==> src/rtl/amns_operand_sequencer.sv <==
// Control sequencer between the bridge BRAM and the AMNS operand/result registers:
// loads M'0, M, A, B, kicks FIOS, writes the result back. Optional build macro: AMNS_MOD_CACHE_EN.
module amns_operand_sequencer #(
  parameter int s      = 4,
  parameter int N      = 5,
  parameter int RD_LAT = 2,
  parameter int ADDR_W = $clog2(4*N*s)
) (
  input  logic              clock_i,
  input  logic              reset_i,
  input  logic              start_i,
`ifdef AMNS_MOD_CACHE_EN
  input  logic              reload_mod_i,
`endif
  input  logic              FIOS_done_i,
  output logic              M_prime_0_reg_en_o,
  output logic              M_reg_en_o,
  output logic              A_reg_en_o,
  output logic              B_reg_en_o,
  output logic              FIOS_start_o,
  output logic              BRAM_we_o,
  output logic [ADDR_W-1:0] BRAM_addr_o,
  output logic              BRAM_en_o,
  output logic              done_o,
  output logic              busy_o
);

  localparam int NS      = N * s;
  localparam int CNT_MAX = (NS > RD_LAT) ? NS : RD_LAT;
  localparam int CNT_W   = (CNT_MAX > 1) ? $clog2(CNT_MAX) : 1;

  localparam logic [CNT_W-1:0]  LAST_MP0   = CNT_W'(N - 1);
  localparam logic [CNT_W-1:0]  LAST_NS    = CNT_W'(NS - 1);
  localparam logic [CNT_W-1:0]  LAST_DRAIN = CNT_W'(RD_LAT - 1);

  localparam logic [ADDR_W-1:0] BASE_M = ADDR_W'(NS);
  localparam logic [ADDR_W-1:0] BASE_A = ADDR_W'(2 * NS);
  localparam logic [ADDR_W-1:0] BASE_B = ADDR_W'(3 * NS);

  localparam logic [1:0] TAG_MP0 = 2'd0;
  localparam logic [1:0] TAG_M   = 2'd1;
  localparam logic [1:0] TAG_A   = 2'd2;
  localparam logic [1:0] TAG_B   = 2'd3;

  typedef enum logic [3:0] {
    IDLE,
    LD_MP0,
    LD_M,
    LD_A,
    LD_B,
    DRAIN,
    START,
    WAIT,
    STORE,
    DONE
  } state_t;

  state_t             state;
  state_t             state_n;
  logic [CNT_W-1:0]   cnt;
  logic [CNT_W-1:0]   cnt_n;

  logic [ADDR_W-1:0]  addr_n;
  logic               en_n;
  logic               we_n;
  logic               fstart_n;
  logic               done_n;
  logic               busy_n;
  logic               vld_n;
  logic [1:0]         tag_n;

  logic               vld_p [RD_LAT];
  logic [1:0]         tag_p [RD_LAT];

`ifdef AMNS_MOD_CACHE_EN
  logic               mod_valid;
`endif

  // Next-state and next-output decode; every output is registered from these.
  always_comb begin
    state_n = state;
    cnt_n   = cnt;

    case (state)
      IDLE: begin
        if (start_i) begin
          cnt_n = '0;
`ifdef AMNS_MOD_CACHE_EN
          state_n = (mod_valid && !reload_mod_i) ? LD_A : LD_MP0;
`else
          state_n = LD_MP0;
`endif
        end
      end
      LD_MP0: begin
        if (cnt == LAST_MP0) begin
          state_n = LD_M;
          cnt_n   = '0;
        end else begin
          cnt_n = cnt + 1'b1;
        end
      end
      LD_M: begin
        if (cnt == LAST_NS) begin
          state_n = LD_A;
          cnt_n   = '0;
        end else begin
          cnt_n = cnt + 1'b1;
        end
      end
      LD_A: begin
        if (cnt == LAST_NS) begin
          state_n = LD_B;
          cnt_n   = '0;
        end else begin
          cnt_n = cnt + 1'b1;
        end
      end
      LD_B: begin
        if (cnt == LAST_NS) begin
          state_n = DRAIN;
          cnt_n   = '0;
        end else begin
          cnt_n = cnt + 1'b1;
        end
      end
      DRAIN: begin
        if (cnt == LAST_DRAIN) begin
          state_n = START;
          cnt_n   = '0;
        end else begin
          cnt_n = cnt + 1'b1;
        end
      end
      START: begin
        state_n = WAIT;
      end
      WAIT: begin
        if (FIOS_done_i) begin
          state_n = STORE;
          cnt_n   = '0;
        end
      end
      STORE: begin
        if (cnt == LAST_NS) begin
          state_n = DONE;
          cnt_n   = '0;
        end else begin
          cnt_n = cnt + 1'b1;
        end
      end
      DONE: begin
        state_n = IDLE;
      end
      default: begin
        state_n = IDLE;
        cnt_n   = '0;
      end
    endcase

    addr_n   = '0;
    en_n     = 1'b0;
    we_n     = 1'b0;
    fstart_n = 1'b0;
    done_n   = 1'b0;
    vld_n    = 1'b0;
    tag_n    = TAG_MP0;
    busy_n   = (state_n != IDLE);

    case (state_n)
      LD_MP0: begin
        en_n   = 1'b1;
        vld_n  = 1'b1;
        tag_n  = TAG_MP0;
        addr_n = ADDR_W'(cnt_n);
      end
      LD_M: begin
        en_n   = 1'b1;
        vld_n  = 1'b1;
        tag_n  = TAG_M;
        addr_n = BASE_M + ADDR_W'(cnt_n);
      end
      LD_A: begin
        en_n   = 1'b1;
        vld_n  = 1'b1;
        tag_n  = TAG_A;
        addr_n = BASE_A + ADDR_W'(cnt_n);
      end
      LD_B: begin
        en_n   = 1'b1;
        vld_n  = 1'b1;
        tag_n  = TAG_B;
        addr_n = BASE_B + ADDR_W'(cnt_n);
      end
      START: fstart_n = 1'b1;
      STORE: begin
        en_n   = 1'b1;
        we_n   = 1'b1;
        addr_n = ADDR_W'(cnt_n);
      end
      DONE: done_n = 1'b1;
      default: ;
    endcase
  end

  always_ff @(posedge clock_i or negedge reset_i) begin
    if (!reset_i) begin
      state              <= IDLE;
      cnt                <= '0;
      BRAM_addr_o        <= '0;
      BRAM_en_o          <= 1'b0;
      BRAM_we_o          <= 1'b0;
      FIOS_start_o       <= 1'b0;
      done_o             <= 1'b0;
      busy_o             <= 1'b0;
      M_prime_0_reg_en_o <= 1'b0;
      M_reg_en_o         <= 1'b0;
      A_reg_en_o         <= 1'b0;
      B_reg_en_o         <= 1'b0;
      for (int i = 0; i < RD_LAT; i++) begin
        vld_p[i] <= 1'b0;
        tag_p[i] <= TAG_MP0;
      end
    end else begin
      state        <= state_n;
      cnt          <= cnt_n;
      BRAM_addr_o  <= addr_n;
      BRAM_en_o    <= en_n;
      BRAM_we_o    <= we_n;
      FIOS_start_o <= fstart_n;
      done_o       <= done_n;
      busy_o       <= busy_n;

      // Stage 0 travels with the issued address; stage k lags it by k cycles.
      vld_p[0] <= vld_n;
      tag_p[0] <= tag_n;
      for (int i = 1; i < RD_LAT; i++) begin
        vld_p[i] <= vld_p[i-1];
        tag_p[i] <= tag_p[i-1];
      end

      // Final register lands the enable RD_LAT cycles after its address.
      M_prime_0_reg_en_o <= vld_p[RD_LAT-1] && (tag_p[RD_LAT-1] == TAG_MP0);
      M_reg_en_o         <= vld_p[RD_LAT-1] && (tag_p[RD_LAT-1] == TAG_M);
      A_reg_en_o         <= vld_p[RD_LAT-1] && (tag_p[RD_LAT-1] == TAG_A);
      B_reg_en_o         <= vld_p[RD_LAT-1] && (tag_p[RD_LAT-1] == TAG_B);
    end
  end

`ifdef AMNS_MOD_CACHE_EN
  // Modulus words stay resident in M'0/M once a full LD_M has completed.
  always_ff @(posedge clock_i or negedge reset_i) begin
    if (!reset_i) begin
      mod_valid <= 1'b0;
    end else if (state == LD_M && cnt == LAST_NS) begin
      mod_valid <= 1'b1;
    end
  end
`endif

  enable_onehot: assert property (@(posedge clock_i) disable iff (!reset_i)
    $onehot0({M_prime_0_reg_en_o, M_reg_en_o, A_reg_en_o, B_reg_en_o}));

  addr_in_range: assert property (@(posedge clock_i) disable iff (!reset_i)
    BRAM_addr_o <= ADDR_W'(4 * NS - 1));

endmodule

==> config.mk <==
export PLATFORM = sky130hd
export DESIGN_NAME = amns_operand_sequencer
export DESIGN_NICKNAME = d
export VERILOG_FILES = /design/src/rtl/amns_operand_sequencer.sv
export SDC_FILE = /design/constraint.sdc
export NUM_CORES = 1
export LEC_CHECK = 0
export BUFFER_PORTS_ARGS = -buffer_cell sky130_fd_sc_hd__buf_4
export CAP_MARGIN = 10
export CELL_PAD_IN_SITES_DETAIL_PLACEMENT = 0
export CELL_PAD_IN_SITES_GLOBAL_PLACEMENT = 1
export CORE_MARGIN = 1.5
export CORE_UTILIZATION = 23
export DETAILED_ROUTE_END_ITERATION = 10
export GPL_TIMING_DRIVEN = 0
export PLACE_DENSITY = 0.53
export SLEW_MARGIN = 20
export SYNTH_ARGS = -nofsm -noshare
export SYNTH_HDL_FRONTEND = slang
export SYNTH_SLANG_ARGS = --single-unit
==> constraint.sdc <==
create_clock -name clock_i -period 7.92 [get_ports clock_i]
set_input_delay 0.396 -clock clock_i [delete_from_list [all_inputs] [get_ports clock_i]]
set_output_delay 0.396 -clock clock_i [all_outputs]
set_load 0.005 [all_outputs]
==> results of run 1 <==
-- metrics by stage --
step | instance area [µm²] | hold slack (ns)
after floorplan | 1670 | 0.100
after global placement | 1930 | 0.332
after detailed placement | 1930 | 0.335
after CTS | 2020 | 0.0527
after global routing | 2020 | 0.0729
final | 2020 | 0.0416
-- worst register-to-register path: stages (launching register included) --
cell and delay (ns):
dfrtp_1 0.42, buf_2 0.20, or4b_1 0.53, a31oi_1 0.47, nor3_1 0.11, a311o_1 0.34
or2_1 0.30, inv_1 0.11, ha_1 0.18, o32ai_1 0.09, a311o_1 0.30
-- logic make-up after synthesis --
kind of cell,synth area share
compound gates,0.198
fa+ha+maj,0.0674
buf+inv,0.0509
flops,0.464
mux,0.00599
simple gates,0.214
-- cell usage after synthesis, drive strengths merged (2+ instances only) --
master / n
dfrtp: 31
inv: 14
nor2: 13
o21ai: 10
ha: 9
nand2: 9
a21oi: 6
buf: 5
and3: 4
nand3: 4
a211oi: 3
and3b: 3
nor3: 3
nor3b: 3
o211ai: 3
or4b: 3
a2111oi: 2
a211o: 2
a22oi: 2
a311o: 2
a31oi: 2
clkbuf: 2
nor2b: 2
nor4: 2
o221a: 2
o22a: 2
o31ai: 2
or3: 2
-- flip-flops by register name, indices dropped and copies added, names as in the netlist --
register	flops
BRAM_addr_o	7
cnt	5
state	4
tag_p	4
vld_p	2
A_reg_en_o	1
BRAM_en_o	1
BRAM_we_o	1
B_reg_en_o	1
FIOS_start_o	1
M_prime_0_reg_en_o	1
M_reg_en_o	1
busy_o	1
done_o	1
-- area by class of cell --
| type | instances | share of cell area |
|---|---|---|
| Clock buffer | 5 | 0.0340 |
| Clock inverter | 3 | 0.00989 |
| Tap cell | 96 | 0.0594 |
| Multi-Input combinational cell | 112 | 0.401 |
| Buffer | 7 | 0.0161 |
| Inverter | 14 | 0.0260 |
| Sequential cell | 31 | 0.383 |
| Timing Repair Buffer | 19 | 0.0705 |
-- where the power goes --
group	leakage, nW	switching [W]	internal, W
logic	0.498	0.000175	0.000129
clock network	0.0402	0.0000634	0.0000611
registers	0.402	0.0000301	0.000210
total	0.941	0.000268	0.000400
-- metal layers --
layer,vias to the layer above,GRT usage,wire length [µm]
met4,0,0.0384,62
met5,-,0,0
li1,660,-,-
met1,630,0.149,1960
met3,7,0.0289,132
met2,25,0.167,1680
-- path summary, 6_finish.rpt --
check / start / to / slack (ns)
worst max-delay path: state[3] / BRAM_addr_o[5] / 4.77
worst min-delay path: reset_i / vld_p[1] / 0.04
worst max register to register: state[3] / BRAM_addr_o[5] / 4.77
worst min register to register: vld_p[1] / vld_p[0] / 0.35
max in group asynchronous: reset_i / cnt[3] / 7.59
min in group clock_i: vld_p[1] / vld_p[0] / 0.35
-- cell usage in the layout, fill, tap and decap left out, drive strengths merged, types with 6 or more instances in the layout --
cell type / n
a21oi: 6
buf: 24
clkbuf: 7
dfrtp: 31
ha: 9
inv: 14
nand2: 9
nor2: 13
o21ai: 10
==> results.md, run 1 <==
* Crit path max fanout at 10
* F_max at 0.317 GHz
* Drt wl/cell at 13.4 µm
* CTS H-Tree Depth at 2
* CP delay by family, top: compound AO/OA/AOI/OAI gates
* Worst setup margin at 4.77 ns
* Site row count at 30
* Final period util at 0.398
* Post-Place Cells at 279
* Setup crit end kind: register
* CP required at 8.09 ns
* Cells after Synth at 164
* Worst EP arrival at 3.32 ns
* Pre-antenna DRT Iters at 4
* Antenna violation net count after detailed routing at 0
* CTS buffer count at 5
* Largest net degree at the start of global routing at 32
* CTS-repair resized insts at 0
* Die Span Y at 88.3 µm
* CTS Buffer Depth at 2
* R2R cell count at 10
* ANT cells at 0
* Total power at 0.000668 W
* Fillers at 778
* Top cells by area, synth: dfrtp_1 (46%), ha_1 (6.7%), inv_1 (3.1%), nor2_1 (2.9%), o21ai_0 (2.7%)
* Post-Route Skew at 0.00461 ns
* First DRT Iteration DRCs at 69
* Drt total wl at 3840 µm
* # port buffers at 19
* Dpl ws at 4.83 ns
* Clock latency on the worst-skew pair at 0.28 ns
* WP buf/inv at 2
* Initial antenna violation count at 0
* RSZ-0062 raised after global routing: no
* GRT overflow at 0
* Crit path kind: register to register
* Synthesis warning total at 0
* Max-Cap Viols at 0
* Outcome: finished, final reports clean
* Share of cells above drive strength 1 at 0.204
* Area growth from synthesis to layout at 21.0%
* DIE WIDTH at 88.3 µm
* Async SR Flop Fraction at 1.00
* Number of synthesized flops with an enable pin at 0
* Post-DP HPWL at 2810 µm
* Cell area power density at 330 nW/µm²
* Setup Buffers After CTS at 0
* FF+latch count, synth at 31
* # nets final at 203
* CTS root buf: clkbuf_8
* Max IR drop VDD at 0.0660 mV
* CP Cell Sequence: buf_2, or4b_1, a31oi_1, nor3_1, a311o_1, or2_1, inv_1, ha_1, o32ai_1, a311o_1
* Core ar. at 6910 µm²
* Routability cong. at 0.737
* Leak at 0.941 nW
* Reg area at 776 µm²
* Final core utilization at 0.293
* Stages on the worst setup path at 10
* Total GRT Usage at 0.109
* Worst hold path type: input port to async pin
* Die area at 7790 µm²
* Setup TNS at 0 ns
* Syn Area/Cell at 10.2 µm²
* Clock sink count at 31
* Min cycle time layout at 3.15 ns
* CTS tree: built
* Drt drc at 0
* Final setup fails at 0
* CTS Hold Bufs at 0
* Fin. max-slew vios at 0
* Seq/Total Area, Yosys at 0.464
* Synth top area share at 0.464
* CP max stage delay at 0.53 ns
* Clock transition at path regs at 0.07 ns
* Critical Path Source Type: register
* Syn_nets at 177
* Final cell count without fillers at 287
* Synth area leader: dfrtp_1
* Synth Cell Area at 1670 µm²
* Most common flop cell mapped by yosys: dfrtp_1
* Vias after detailed routing at 1,322
* Fin. Hold Viols at 0
* Max_slew headroom at 0.340
* Initial Utilization at 0.242
* Yosys cell types at 48
* Crit-path most repeated cell: a311o_1
* Multi-input logic area at 811 µm²
* First-pass GRT wire length at 6430 µm
* Worst-Margin Slew at 0.988 ns
* Slowest CP cell: or4b_1
* Avg Vias per Cell at 4.61
* Vias in the first global route at 1,264
* I/O pins at 20
Note: power is estimated with default switching activity, not from simulation.
==> inputs of run 2 (changes only) <==
Clock period 7.92 ns to 3.2 ns, I/O delays scaled along.
==> results.md, run 2 (synthesis gave the netlist of run 1 again) <==
* ANT cells at 0
* Final core utilization at 0.298
* Avg Vias per Cell at 4.61
* Pre-antenna DRT Iters at 4
* DIE WIDTH at 88.3 µm
* Setup TNS at 0 ns
* CP delay by family, top: compound AO/OA/AOI/OAI gates
* CP max stage delay at 0.58 ns
* Final setup fails at 0
* Commonest non-fill, non-tap cells in the layout: dfrtp_1 (31), buf_4 (19), inv_1 (14)
* Most common cell after layout, fill and taps aside: dfrtp_1
* CP required at 3.37 ns
* Final period util at 0.934
* RSZ-0062 raised after global routing: no
* Worst-Margin Slew at 0.622 ns
* Max IR drop VDD at 0.166 mV
* F_max at 0.335 GHz
* Critical Path Source Type: register
* Outcome: finished, final reports clean
* Max_slew headroom at 0.582
* Min cycle time layout at 2.99 ns
* Clock power share at 0.185
* Power Internal at 0.000998 W
* Worst EP arrival at 3.15 ns
* Clock sink count at 31
* Drt wl/cell at 13.4 µm
* CTS Buffer Depth at 2
* First DRT Iteration DRCs at 74
* Crit path max fanout at 10
* Clock transition at path regs at 0.07 ns
* CTS H-Tree Depth at 2
* Hold slack final at 0.252 ns
* Top reg by flops: BRAM_addr_o
* Dpl ws at 0.113 ns
* Post-Route Skew at 0.00462 ns
* Setup crit end kind: register
* Vias in the first global route at 1,264
* Fin. Hold Viols at 0
* Core ar. at 6910 µm²
* Slowest CP cell: or4b_1
* GRT overflow at 0
* Site row count at 30
* Crit-path most repeated cell: a311o_1
* Sw Share at 0.401
* Largest register FFs at 7
* Logic pwr share at 0.459
* Cell area power density at 810 nW/µm²
* Die Span Y at 88.3 µm
* Post-DP HPWL at 2810 µm
* Sequential Power Share at 0.356
* Vias after detailed routing at 1,329
* WP buf/inv at 2
* Worst hold path type: input port to register
* Antenna violation net count after detailed routing at 0
* Area growth from synthesis to layout at 23.1%
* Die area at 7790 µm²
* Initial Utilization at 0.242
* Share of cells above drive strength 1 at 0.219
* Worst setup margin at 0.211 ns
* Routability cong. at 0.737
* Leak at 0.950 nW
* # nets final at 204
* First-pass GRT wire length at 6430 µm
* # port buffers at 19
* Switching pwr at 0.000668 W
* Fin. max-slew vios at 0
* Max-Cap Viols at 0
* Clock latency on the worst-skew pair at 0.28 ns
* Largest net degree at the start of global routing at 32
* I/O pins at 20
* CTS root buf: clkbuf_8
* Largest regs: BRAM_addr_o x7, cnt x5
* CTS buffer count at 5
* Crit path kind: register to register
* CP Cell Sequence: buf_2, or4b_1, a31oi_4, nor3_1, a311o_1, or2_1, inv_1, ha_1, o32ai_1, a311o_1
* Drt total wl at 3850 µm
* Drt drc at 0
* CTS tree: built
* Initial antenna violation count at 0
* Total GRT Usage at 0.109
[run 2: cell count changes in the layout (fill, tap and decap cells not counted), sizes merged]
| cell | change |
|---|---|
| dlygate4sd3 | +1 |
[run 2: repair_timing]
item / CTS / global route
hold endpoints to repair: 31 / 0
setup endpoints to repair: 0 / 6
hold buffers: 1 / 0
resized for setup: 0 / 4
setup buffers: 0 / 0
[run 2: power by group through the flow]
stage / Clock [W] / Combinational [W] / Sequential, W
finish: 0.000308 / 0.000764 / 0.000593
detailed placement: 0 / 0.000762 / 0.000599
floorplan: 0 / 0.000510 / 0.000592
global placement: 0 / 0.000767 / 0.000600
global route: 0.000338 / 0.000871 / 0.000613
CTS: 0.000321 / 0.000769 / 0.000592
[run 2: per-stage QoR]
stage	cells	total power (W)	instance area [µm²]
5_1_grt	288	0.00182	2060
3_5_place_dp	279	0.00136	1930
4_1_cts	288	0.00168	2030
6_report	288	0.00167	2060
2_1_floorplan	164	0.00110	1670
3_3_place_gp	279	0.00137	1930
[run 2: area by class of cell]
type                    count  area [µm²]
plain buffers               7        32.5
clock buffers               5        68.8
clock inverters             3        20.0
fillers                   775        4850
inverters                  14        52.6
multi-input cells         112         835
flip-flops and latches     31         776
well taps                  96         120
repair buffers             20         153
[run 2: worst reg2reg max path, stage by stage (launching register included)]
cell and delay [ns]:
dfrtp_1 0.42, buf_2 0.20, or4b_1 0.58, a31oi_4 0.29, nor3_1 0.09, a311o_1 0.32, or2_1 0.30, inv_1 0.11
ha_1 0.18, o32ai_1 0.09, a311o_1 0.30
[run 2: routing by layer]
metal  routed length (µm)  vias up  track usage  share of wire
met5                    0        -            0              0
met1                 1960      636        0.149           0.51
li1                     -      663            -              -
met4                   62        0       0.0384          0.016
met2                 1710       23        0.167           0.44
met3                  125        7       0.0289          0.032
[run 2: final timing paths]
| kind | startpoint | endpoint | slack, ns | cells after the start |
|---|---|---|---|---|
| setup / recovery | state[3] | BRAM_addr_o[5] | 0.21 | 10 |
| hold / removal | FIOS_done_i | state[3] | 0.25 | 3 |
| setup reg to reg | state[3] | BRAM_addr_o[5] | 0.21 | 10 |
| hold reg to reg | vld_p[1] | vld_p[0] | 0.35 | 0 |
| max in group asynchronous | reset_i | cnt[3] | 2.56 | 2 |
| min in group asynchronous | reset_i | vld_p[1] | 0.35 | 2 |
==> inputs of run 3 (changes only) <==
Settings changed: CELL_PAD_IN_SITES_DETAIL_PLACEMENT 0 to 1, CELL_PAD_IN_SITES_GLOBAL_PLACEMENT 1 to 2, PLACE_DENSITY 0.53 to 0.6.
==> results.md, run 3 (synthesis gave the netlist of run 1 again) <==
* Fin. Hold Viols at 0
* Clock latency on the worst-skew pair at 0.28 ns
* Worst-Margin Slew at 0.951 ns
* Crit path kind: register to register
* Drt drc at 0
* Final setup fails at 0
* Sequential Power Share at 0.354
* Switching pwr at 0.000689 W
* Share of cells above drive strength 1 at 0.214
* Drt total wl at 4340 µm
* Initial Utilization at 0.242
* Max IR drop VDD at 0.193 mV
* Clock sink count at 31
* Outcome: finished, final reports clean
* Sw Share at 0.408
* Largest register FFs at 7
* # nets final at 204
* Core ar. at 6910 µm²
* Cell area power density at 824 nW/µm²
* Vias in the first global route at 1,403
* Power Internal at 0.000999 W
* First DRT Iteration DRCs at 57
* Max-Cap Viols at 0
* CTS buffer count at 5
* CP max stage delay at 0.58 ns
* Final period util at 0.939
* Worst EP arrival at 3.16 ns
* Vias after detailed routing at 1,367
* Slowest CP cell: or4b_1
* Met1 usage at 0.170
* Largest net degree at the start of global routing at 32
* RSZ-0062 raised after global routing: no
* CTS root buf: clkbuf_8
* Fin. max-slew vios at 0
* Area growth from synthesis to layout at 22.6%
* Setup TNS at 0 ns
* F_max at 0.333 GHz
* Met2 Use GR at 0.191
* CTS Buffer Depth at 2
* Avg Vias per Cell at 4.75
* CP Cell Sequence: buf_2, or4b_1, a31oi_4, nor3_1, a311o_1, or2_1, inv_1, ha_1, o32ai_1, a311o_1
* Largest regs: BRAM_addr_o x7, cnt x5
* # port buffers at 19
* GRT overflow at 0
* Final core utilization at 0.297
* Routability cong. at 0.795
* Crit-path most repeated cell: a311o_1
* Total GRT Usage at 0.124
* Post-DP HPWL at 3210 µm
* Min cycle time layout at 3.00 ns
* CTS H-Tree Depth at 2
* Most common cell after layout, fill and taps aside: dfrtp_1
* Setup crit end kind: register
* Crit path max fanout at 10
* Leak at 0.951 nW
* CP required at 3.36 ns
* CTS tree: built
* Site row count at 30
* Clock transition at path regs at 0.07 ns
* Die area at 7790 µm²
* Drt wl/cell at 15.1 µm
* Die Span Y at 88.3 µm
* Logic pwr share at 0.465
* Top reg by flops: BRAM_addr_o
* GR peak layer: met2
* Post-Route Skew at 0.00812 ns
* Initial antenna violation count at 0
* Max_slew headroom at 0.365
* M3 GR Usage at 0.0308
* Worst hold path type: input port to register
* Critical Path Source Type: register
* Antenna violation net count after detailed routing at 0
* ANT cells at 0
* I/O pins at 20
* Commonest non-fill, non-tap cells in the layout: dfrtp_1 (31), buf_4 (19), inv_1 (14)
* Clock power share at 0.181
* First-pass GRT wire length at 7360 µm
* Pre-antenna DRT Iters at 4
* DIE WIDTH at 88.3 µm
-- run 3: cell count changes in the layout (fill, tap and decap cells not counted) --
cell / delta
nor3b_1: +1
clkinvlp_4: -1
clkbuf_2: +1
nor3b_2: -1
-- run 3: critical path, delay by kind of cell (launching register included) --
kind	cells	cell delay (ns)
AO/OA/AOI/OAI	4	1.00
adder cells (fa/ha/maj)	1	0.17
buffers and inverters	2	0.31
flip-flops	1	0.42
AND/OR/NAND/NOR	3	0.95
-- run 3: what timing repair did --
item / 4_1_cts / 5_1_grt
hold buffers: 1 / 0
hold endpoints to repair: 31 / 0
buffers inserted: 0 / 0
setup endpoints to repair: 0 / 2
gates resized for setup: 0 / 5
-- run 3: power groups by stage --
stage          Combinational (W)  Clock, W  Sequential, W
2_1_floorplan           0.000510         0       0.000592
3_3_place_gp            0.000771         0       0.000597
3_5_place_dp            0.000783         0       0.000605
4_1_cts                 0.000791  0.000318       0.000600
5_1_grt                 0.000891  0.000333       0.000617
6_report                0.000785  0.000305       0.000598
-- run 3: metal layers --
metal / part of all wire / routed length [µm]
met1: 0.49 / 2140
met2: 0.47 / 2030
met3: 0.023 / 100
met4: 0.016 / 70
met5: 0 / 0
-- run 3: cell type report --
class / count / area [µm²]
Fill cell: 829 / 4860
Multi-Input combinational cell: 112 / 830
Sequential cell: 31 / 776
Timing Repair Buffer: 20 / 153
Tap cell: 96 / 120
Clock buffer: 6 / 72.6
Inverter: 14 / 52.6
Buffer: 7 / 33.8
Clock inverter: 2 / 12.5
-- run 3: metrics by stage --
stage               instance area (µm²)  hold WS (ns)  worst slack [ns]  instances  total power, W
global route                       2050         0.232           0.00484        288         0.00184
global placement                   1930         0.115             0.105        279         0.00137
finish                             2050         0.241             0.195        288         0.00169
detailed placement                 1930         0.126            0.0893        279         0.00139
CTS                                2030         0.235            0.0396        288         0.00171
floorplan                          1670        -0.136             0.482        164         0.00110
-- run 3: worst paths after layout --
kind                             start            endpoint  slack [ns]  depth (start not counted)
setup / recovery              state[3]      BRAM_addr_o[5]        0.20                         10
hold / removal             FIOS_done_i            state[3]        0.24                          3
setup reg to reg              state[3]      BRAM_addr_o[5]        0.20                         10
hold reg to reg               tag_p[3]            tag_p[1]        0.35                          0
max in group asynchronous      reset_i              cnt[4]        2.56                          2
min in group asynchronous      reset_i  M_prime_0_reg_en_o        0.35                          2
